### src/rtl/varint_reader_if.sv
// DRAM read bus between the varint reader (master) and the DRAM model (slave).
//
// Handshake: the master pulses dram_en for exactly one cycle per request,
// with dram_addr valid in that same cycle. The slave later returns the bytes
// on dram_data, qualified per lane by dram_valid. There is no back-pressure:
// the master keeps waiting until every lane it asked for shows valid in one
// cycle. Valid bits the master is not waiting for are ignored.
interface varint_reader_if #(
  parameter int ADDR_W = 64,
  parameter int LANES  = 8
);
  logic [LANES-1:0]             dram_en;
  logic [LANES-1:0][ADDR_W-1:0] dram_addr;
  logic                         dram_rdwr;
  logic [LANES-1:0][7:0]        dram_data;
  logic [LANES-1:0]             dram_valid;

  modport master (
    output dram_en, dram_addr, dram_rdwr,
    input  dram_data, dram_valid
  );

  modport slave (
    input  dram_en, dram_addr, dram_rdwr,
    output dram_data, dram_valid
  );
endinterface

### src/rtl/varint_reader.sv
// Protobuf varint decoder with a DRAM read front end. Fetches up to ten bytes
// (one 8-lane read, then a 2-lane read if needed), assembles the 7-bit
// groups, applies the field-type post-processing and reports the length.
module varint_reader #(
  parameter int ADDR_W = 64,
  parameter int LANES  = 8
) (
  input  logic              clk,
  input  logic              reset,
  input  logic              en,
  input  logic [ADDR_W-1:0] src_addr,
  input  logic [4:0]        field_type,
  varint_reader_if.master   dram,
  output logic [63:0]       value,
  output logic [3:0]        bytes_read,
  output logic              error,
  output logic              done,
  output logic [2:0]        dbg_state
);

  typedef enum logic [2:0] {
    IDLE  = 3'd0,
    REQ1  = 3'd1,
    WAIT1 = 3'd2,
    REQ2  = 3'd3,
    WAIT2 = 3'd4,
    DONE  = 3'd5
  } state_t;

  state_t            state_q, state_d;
  logic [ADDR_W-1:0] addr_q;
  logic [4:0]        type_q;
  logic [7:0][7:0]   buf_q;
  logic [63:0]       value_q;
  logic [3:0]        len_q;
  logic              err_q;

  logic              wait1_hit;
  logic              wait2_hit;
  logic              term_found;
  logic [2:0]        term_lane;
  logic [9:0][7:0]   bytes_c;
  logic [3:0]        len_c;
  logic              malformed_c;
  logic [63:0]       raw_c;
  logic [63:0]       proc_c;
  logic              type_err_c;
  logic [31:0]       z32;
  logic [31:0]       d32;

  assign wait1_hit = (state_q == WAIT1) && (dram.dram_valid == '1);
  assign wait2_hit = (state_q == WAIT2) && (dram.dram_valid[1:0] == 2'b11);

  // Terminating lane of the first read: lowest lane with a clear continuation bit.
  always_comb begin
    term_found = 1'b0;
    term_lane  = 3'd0;
    for (int k = 7; k >= 0; k--) begin
      if (!dram.dram_data[k][7]) begin
        term_found = 1'b1;
        term_lane  = 3'(k);
      end
    end
  end

  // Assemble the byte window, its length and the raw 64-bit payload.
  always_comb begin
    bytes_c     = '0;
    len_c       = 4'd0;
    malformed_c = 1'b0;
    raw_c       = '0;
    if (state_q == WAIT2) begin
      bytes_c[7:0] = buf_q;
      bytes_c[8]   = dram.dram_data[0];
      bytes_c[9]   = dram.dram_data[1];
      if (!bytes_c[8][7]) begin
        len_c = 4'd9;
      end else begin
        len_c       = 4'd10;
        malformed_c = bytes_c[9][7];
      end
    end else begin
      bytes_c[7:0] = dram.dram_data;
      len_c        = {1'b0, term_lane} + 4'd1;
    end
    // Group 9 lands at bit 63; its upper payload bits shift out and are dropped.
    for (int k = 0; k < 10; k++) begin
      if (4'(k) < len_c) begin
        raw_c = raw_c | (64'(bytes_c[k][6:0]) << (7 * k));
      end
    end
  end

  // Field-type post-processing of the raw payload.
  always_comb begin
    proc_c     = raw_c;
    type_err_c = 1'b0;
    z32        = raw_c[31:0];
    d32        = (z32 >> 1) ^ (32'd0 - {31'd0, z32[0]});
    case (type_q)
      5'd3, 5'd4, 5'd14: proc_c = raw_c;
      5'd5:              proc_c = {{32{raw_c[31]}}, raw_c[31:0]};
      5'd13:             proc_c = {32'd0, raw_c[31:0]};
      5'd8:              proc_c = {63'd0, (raw_c != 64'd0)};
      5'd17:             proc_c = {{32{d32[31]}}, d32};
      5'd18:             proc_c = (raw_c >> 1) ^ (64'd0 - {63'd0, raw_c[0]});
      default: begin
        proc_c     = raw_c;
        type_err_c = 1'b1;
      end
    endcase
  end

  // Next state and DRAM request outputs.
  always_comb begin
    state_d        = state_q;
    dram.dram_en   = '0;
    dram.dram_addr = '0;
    case (state_q)
      IDLE: if (en) state_d = REQ1;
      REQ1: begin
        dram.dram_en = '1;
        for (int i = 0; i < LANES; i++) begin
          dram.dram_addr[i] = addr_q + ADDR_W'(i);
        end
        state_d = WAIT1;
      end
      WAIT1: if (wait1_hit) state_d = term_found ? DONE : REQ2;
      REQ2: begin
        dram.dram_en      = LANES'(2'b11);
        dram.dram_addr[0] = addr_q + ADDR_W'(8);
        dram.dram_addr[1] = addr_q + ADDR_W'(9);
        state_d           = WAIT2;
      end
      WAIT2: if (wait2_hit) state_d = DONE;
      DONE:  if (!en) state_d = IDLE;
      default: state_d = IDLE;
    endcase
  end

  // State register.
  always_ff @(posedge clk or posedge reset) begin
    if (reset) state_q <= IDLE;
    else       state_q <= state_d;
  end

  // Request latch, first-read buffer and result registers.
  always_ff @(posedge clk or posedge reset) begin
    if (reset) begin
      addr_q  <= '0;
      type_q  <= '0;
      buf_q   <= '0;
      value_q <= '0;
      len_q   <= '0;
      err_q   <= 1'b0;
    end else begin
      if (state_q == IDLE && en) begin
        addr_q <= src_addr;
        type_q <= field_type;
      end
      if (wait1_hit) buf_q <= dram.dram_data;
      if ((wait1_hit && term_found) || wait2_hit) begin
        value_q <= proc_c;
        len_q   <= len_c;
        err_q   <= malformed_c | type_err_c;
      end
    end
  end

  assign dram.dram_rdwr = 1'b0;
  assign value          = value_q;
  assign bytes_read     = len_q;
  assign error          = err_q;
  assign done           = (state_q == DONE);
  assign dbg_state      = state_q;

endmodule

### src/flat_wrapper.sv
// flat-port wrapper written by rule: the top's interface ports become plain ports
module varint_reader_flat 
#(
  parameter int ADDR_W = 64,
  parameter int LANES  = 8
)
  (clk, reset, en, src_addr, field_type, value, bytes_read, error, done, dbg_state, dram_dram_en, dram_dram_addr, dram_dram_rdwr, dram_dram_data, dram_dram_valid);
  varint_reader_if #(.ADDR_W(ADDR_W), .LANES(LANES)) dram_i ();
  input  logic clk;
  input  logic reset;
  input  logic en;
  input  logic [ADDR_W-1:0] src_addr;
  input  logic [4:0] field_type;
  output logic [63:0] value;
  output logic [3:0] bytes_read;
  output logic error;
  output logic done;
  output logic [2:0] dbg_state;
  output wire logic [$bits(dram_i.dram_en)-1:0] dram_dram_en;
  output wire logic [$bits(dram_i.dram_addr)-1:0] dram_dram_addr;
  output wire logic [$bits(dram_i.dram_rdwr)-1:0] dram_dram_rdwr;
  input wire logic [$bits(dram_i.dram_data)-1:0] dram_dram_data;
  input wire logic [$bits(dram_i.dram_valid)-1:0] dram_dram_valid;
  assign dram_dram_en = dram_i.dram_en;
  assign dram_dram_addr = dram_i.dram_addr;
  assign dram_dram_rdwr = dram_i.dram_rdwr;
  assign dram_i.dram_data = dram_dram_data;
  assign dram_i.dram_valid = dram_dram_valid;
  varint_reader #(.ADDR_W(ADDR_W), .LANES(LANES)) u_core (.clk(clk), .reset(reset), .en(en), .src_addr(src_addr), .field_type(field_type), .dram(dram_i), .value(value), .bytes_read(bytes_read), .error(error), .done(done), .dbg_state(dbg_state));
endmodule
### config.mk
export PLATFORM = sky130hd
export DESIGN_NAME = varint_reader_flat
export DESIGN_NICKNAME = d
export VERILOG_FILES = /design/src/rtl/varint_reader_if.sv /design/src/rtl/varint_reader.sv /design/src/flat_wrapper.sv
export SDC_FILE = /design/constraint.sdc
export NUM_CORES = 1
export LEC_CHECK = 0
export CAP_MARGIN = 15
export CORE_AREA = 2 2 284 286
export CTS_CLUSTER_DIAMETER = 120
export CTS_CLUSTER_SIZE = 20
export DETAILED_ROUTE_END_ITERATION = 8
export DIE_AREA = 0 0 286 288
export SLEW_MARGIN = 10
export SYNTH_ARGS = -nofsm -noshare
export SYNTH_HDL_FRONTEND = slang
export SYNTH_SLANG_ARGS = --single-unit
### constraint.sdc
create_clock -name clk -period 13.69 [get_ports clk]
set_input_delay 2.0535 -clock clk [delete_from_list [all_inputs] [get_ports clk]]
set_output_delay 2.0535 -clock clk [all_outputs]
set_load 0.01 [all_outputs]
Yosys cells after proc, flatten, opt, wreduce, memory -nomap -nowiden
Index checks and enable logic that the tools add are counted.
{"block": "word_totals", "regBits": 204, "elab_cells": 119, "output_inout_bits": 594}
{"block": "classes", "reduce_logical": 9, "n_bitwise": 12, "mux": 43, "eq_ne": 19, "n_lt_le_gt_ge": 10, "n_addsub": 12}
{"operator": "64-bit 2-to-1 mux", "n": 9}
{"operator": "384-bit 2-to-1 mux", "n": 1}
{"operator": "64-bit case mux with 5 select lines", "n": 1}
{"operator": "64-bit by 3-bit adder with 64-bit output (second input constant)", "n": 4}
{"operator": "128-bit case mux with 2 select lines", "n": 1}
{"operator": "64-bit by 2-bit adder with 64-bit output (second input constant)", "n": 2}
{"operator": "64-bit by 4-bit adder with 64-bit output (second input constant)", "n": 2}
{"operator": "64-bit by 1-bit adder with 64-bit output (second input constant)", "n": 1}
{"operator": "64-bit by 21-bit OR with 64-bit output", "n": 1}
{"operator": "64-bit by 28-bit OR with 64-bit output", "n": 1}
{"operator": "64-bit by 35-bit OR with 64-bit output", "n": 1}
{"operator": "64-bit by 42-bit OR with 64-bit output", "n": 1}
{"operator": "64-bit by 49-bit OR with 64-bit output", "n": 1}
{"operator": "64-bit by 56-bit OR with 64-bit output", "n": 1}
{"operator": "64-bit by 63-bit OR with 64-bit output", "n": 1}
{"operator": "64-bit OR", "n": 1}
{"operator": "64-bit nonzero test", "n": 1}
{"operator": "63-bit by 64-bit bitwise XOR with 64-bit output", "n": 1}
{"operator": "63-bit 2-to-1 mux", "n": 1}
{"operator": "3-bit 2-to-1 mux", "n": 13}
{"operator": "31-bit by 32-bit bitwise XOR with 32-bit output", "n": 1}
{"operator": "3-bit case mux with 6 select lines", "n": 1}
{"operator": "3-bit by 4-bit less-than comparator with 1-bit output (first input constant)", "n": 4}
{"operator": "8-bit case mux with 2 select lines", "n": 1}
{"operator": "other kinds (28)", "n": 53}

Logic depth before layout (Yosys ltp)
{"block": "depth", "depth_word": 33, "depth_mapped": 15, "mapped_depth_nobuf": 13}

Worst setup path after synthesis
OpenSTA, ideal clock, no wires.
{"block": "synth_timing", "path_kind": "register -> output", "from": "reg u_core.state_q[2] (netlist: u_core.dbg_state[2])", "to": "out dram_dram_addr[113]", "t_arrival_ps": 3053, "path_stages_with_launch": 13, "n_path_buf": 2, "setup_slack_ps": 8584, "t_required_ps": 11637, "cell_sequence": "dfrtp_1 > buf_2 > nand2b_1 > clkbuf_1 > nor2_1 > ha_1 > a31oi_1 > nor4_2 > or3b_2 > nor2_1 > nand2_1 > xor2_1 > nor2_1"}
{"block": "synth_via", "elab_chain_cells": 2}
{"item": "start: declaration", "line_no": "varint_reader.sv:30", "text": "state_t state_q, state_d;"}
{"item": "start signal: assignment", "line_no": "varint_reader.sv:144", "text": "else state_q <= state_d;"}
{"item": "3-bit by 2-bit equality test with 1-bit output or 3-bit by 1-bit equality test with 1-bit output (tied branches)", "line_no": "varint_reader.sv:119", "text": "case (state_q)"}
{"item": "128-bit case mux with 2 select lines (*)", "line_no": "varint_reader.sv:119"}
{"item": "end: declaration", "line_no": "flat_wrapper.sv:20", "text": "output wire logic [$bits(dram_i.dram_addr)-1:0] dram_dram_addr;"}
Every way passes the cells marked *; elsewhere a longest branch is shown, timed or not.

Worst setup path in the final report
{"block": "layout_timing", "from": "reg u_core.addr_q[4]", "to": "out dram_dram_addr[381]"}
{"block": "layout_via", "elab_chain_cells": 2}
{"item": "start: declaration", "line_no": "varint_reader.sv:31", "text": "logic [ADDR_W-1:0] addr_q;"}
{"item": "start signal: assignment", "line_no": "varint_reader.sv:158", "text": "addr_q <= src_addr;"}
{"item": "64-bit by 3-bit adder with 64-bit output", "line_no": "varint_reader.sv:124", "text": "dram.dram_addr[i] = addr_q + ADDR_W'(i);"}
{"item": "384-bit 2-to-1 mux", "line_no": "varint_reader.sv:119"}
Every way passes these cells.

==> results.py <==
metrics = {
    "grt": {
        "overflow": 0,
        "grt_start_max_net_pins": 92,
        "grt_pass1_wl_um": 174100,
        "grt_pass1_vias": 23170,
        "grtUsageTotal": 0.2925,
        "antenna_found_initial": 15,
    },
    "setup_path": {
        "cp.required_ns": 11.64,
        "worstSetupPathType": "register to primary output",
        "crit_path_end_kind": "primary output",
        "worst_setup_path_start_kind": "register",
        "cp_max_fo": 17,
        "crit_arrival_ns": 5.49,
    },
    "yosys": {
        "avgSynthCellArea_um2": 7.074,
        "ys_seq_elements": 197,
        "synth_edf_count": 0,
        "postSynthCellCount": 2959,
        "async_flop_share": 1.000,
        "synth_area_um2": 20930,
        "synth_seq_area_share": 0.2355,
        "syn-num-nets": 3116,
        "synthDistinctLibCells": 78,
        "yosys_warnings": 0,
        "synth_flop_cell": "dfrtp_1",
    },
    "route": {
        "avgViaCountPerCell": 5.347,
        "first_pass_iters": 5,
        "drtAntennaViolNets": 0,
        "drc_errors": 0,
        "drtIter0Drc": 2197,
        "wl_per_cell_um": 27.36,
        "dr_total_vias": 24500,
        "wl_um": 125400,
    },
    "cells_and_area": {
        "layout-area-overhead-vs-synth_pct": 41.78,
        "nFillCells": 8564,
        "layout_common_cells": "clkdlybuf4s50_1, nor2_1, nand2_1",
        "layout_commonest_cell": "clkdlybuf4s50_1",
        "stdcell_area_um2": 29680,
        "drive_above_1_share": 0.07239,
        "stdcell_count": 4581,
        "nets": 3653,
    },
    "placement": {
        "gp_congestion": 0.9650,
        "place_ws_ns": 6.738,
        "dpl_cell_area_um2": 29010,
        "dp_hpwl_um": 98450,
        "dp_cells": 4537,
        "io_buffer_count": 736,
    },
    "pwr": {
        "peakVddDrop_mv": 0.09879,
        "powerDensity_nw_per_um2": 205.5,
        "p_leak_uw": 0.01002,
        "power_uw": 6100,
    },
    "run_status": {
        "status": "completed",
    },
    "clock_network": {
        "cts_sinks": 197,
        "cts-root-buf": "clkbuf_16",
        "htree_levels": 4,
        "cts_made_buffers": 17,
        "postCtsSetupRepairBufs": 0,
        "cts_tree": "built",
        "postCtsResizedCells": 0,
        "cts.clk_slew.worst_paths_ns": 0.10,
        "clock_latency_ns": 0.51,
        "clockBufferDepth": 2,
        "postCtsHoldBufs": 0,
    },
    "die": {
        "start_util": 0.2629,
        "placementRows": 104,
        "die_w_um": 286,
        "die_h_um": 288,
        "core-area_um2": 79640,
        "die_area_um2": 82370,
        "io_pins": 738,
    },
    "sta": {
        "fmax_mhz": 132.6,
        "setup_tns_ns": 0,
        "worst_pin_slew_ns": 1.286,
        "slew_headroom": 0.1349,
        "setup_viol": 0,
        "fin_ws_ns": 6.150,
        "min_period_ns": 7.540,
        "period_share": 0.5508,
        "fin_worst_skew_ns": 0.02418,
        "hold_viol_final": 0,
        "slew_viol_final": 0,
        "rsz0062_at_grt": "no",
    },
    "hold_path": {
        "min_path_type": "register to register",
    },
    "flow_run": {
        "cap_violations": 0,
    },
}
[path summary, 6_finish.rpt]
kind / startpoint / endpoint / slack, ns / cells after the start
max in group asynchronous: reset / u_core.buf_q[20]$_DFFE_PP0P_ / 10.25 / 3
min: u_core.bytes_read[1]$_DFFE_PP0P_ / u_core.bytes_read[1]$_DFFE_PP0P_ / 0.49 / 2
max: u_core.addr_q[4]$_DFFE_PP0P_ / dram_dram_addr[381] / 6.15 / 9
min reg2reg: u_core.bytes_read[1]$_DFFE_PP0P_ / u_core.bytes_read[1]$_DFFE_PP0P_ / 0.49 / 2
max reg2reg: u_core.dbg_state[1]$_DFFE_PP0P_ / u_core.value[41]$_DFFE_PP0P_ / 9.25 / 9
min in group asynchronous: reset / u_core.addr_q[2]$_DFFE_PP0P_ / 2.04 / 2
[through the flow]
step           hold slack, ns  utilization
2_1_floorplan          0.4800            -
3_3_place_gp           0.4626       0.3642
3_5_place_dp           0.4735       0.3643
4_1_cts                0.4927       0.3723
5_1_grt                0.5114       0.3725
6_report               0.4866       0.3727
[power breakdown]
group	switching (uW)	total [uW]	internal [uW]
clock	325	583	258
sequential	644	1420	776
combinational	2290	4100	1810
total	3250	6100	2850
[synthesized netlist by cell type, types with 43 or more instances]
cell type  number  share of area
nor2_1        571           0.10
or3_1          95          0.028
nand3_1        73          0.017
dfrtp_1       197           0.24
o21ai_0       163          0.039
buf_1          47         0.0084
xor2_1        243           0.10
nand4_1        43          0.013
nand2_1       392          0.070
mux2_2        117          0.063
nor3_1         60          0.014
a21oi_1       160          0.038
clkbuf_1      173          0.031
xnor2_1       201          0.084
[per-layer routing]
| layer | routed length (um) | vias up | share of wire | GRT usage |
|---|---|---|---|---|
| li1 | - | 11060 | - | - |
| met1 | 46480 | 11900 | 0.37 | 0.3285 |
| met2 | 61070 | 1235 | 0.49 | 0.5059 |
| met3 | 9884 | 282 | 0.079 | 0.06609 |
| met4 | 7834 | 12 | 0.062 | 0.1741 |
| met5 | 82 | - | 0.00065 | 0 |
[final cells by class]
| type | count | area (um2) | share of cell area |
|---|---|---|---|
| multi-input cells | 2464 | 14870 | 0.5010 |
| well taps | 1060 | 1326 | 0.04469 |
| diodes | 12 | 30.03 | 0.001012 |
| clock inverters | 15 | 211.5 | 0.007125 |
| flip-flops and latches | 197 | 4931 | 0.1662 |
| inverters | 24 | 97.59 | 0.003289 |
| clock buffers | 17 | 425.4 | 0.01433 |
| repair buffers | 792 | 7787 | 0.2624 |
[critical path, cell delays in order, from the launching register on]
cell             delay, ns
dfrtp_1               0.74
ha_1                  0.54
nand3_1               0.43
nor4_2                0.75
nand3b_1              0.42
nor3_1                0.45
nand2_1               0.13
xor2_1                0.18
nor2_1                0.66
clkdlybuf4s50_1       0.68
[state kept, by name, indices dropped and copies added (netlist names)]
name	cells
u_core.dbg_state	3
u_core.value	64
u_core.bytes_read	4
u_core.buf_q	56
u_core.type_q	5
u_core.error	1
u_core.addr_q	64
[kinds of logic (layout without fill, tap and decap cells)]
kind of cell,Yosys count,in the layout,synth area share
and+or+nand+nor,1389,1389,0.3002
AOI/OAI and AO/OA,471,471,0.1342
xor gates and xnor gates,444,444,0.1858
buffers and inverters,298,848,0.05900
DFF,197,197,0.2355
muxes,146,146,0.07741
adders and majority gates,13,13,0.007771
other,1,13,0.0001791
No activity file was read; power rests on OpenSTA's default activity.
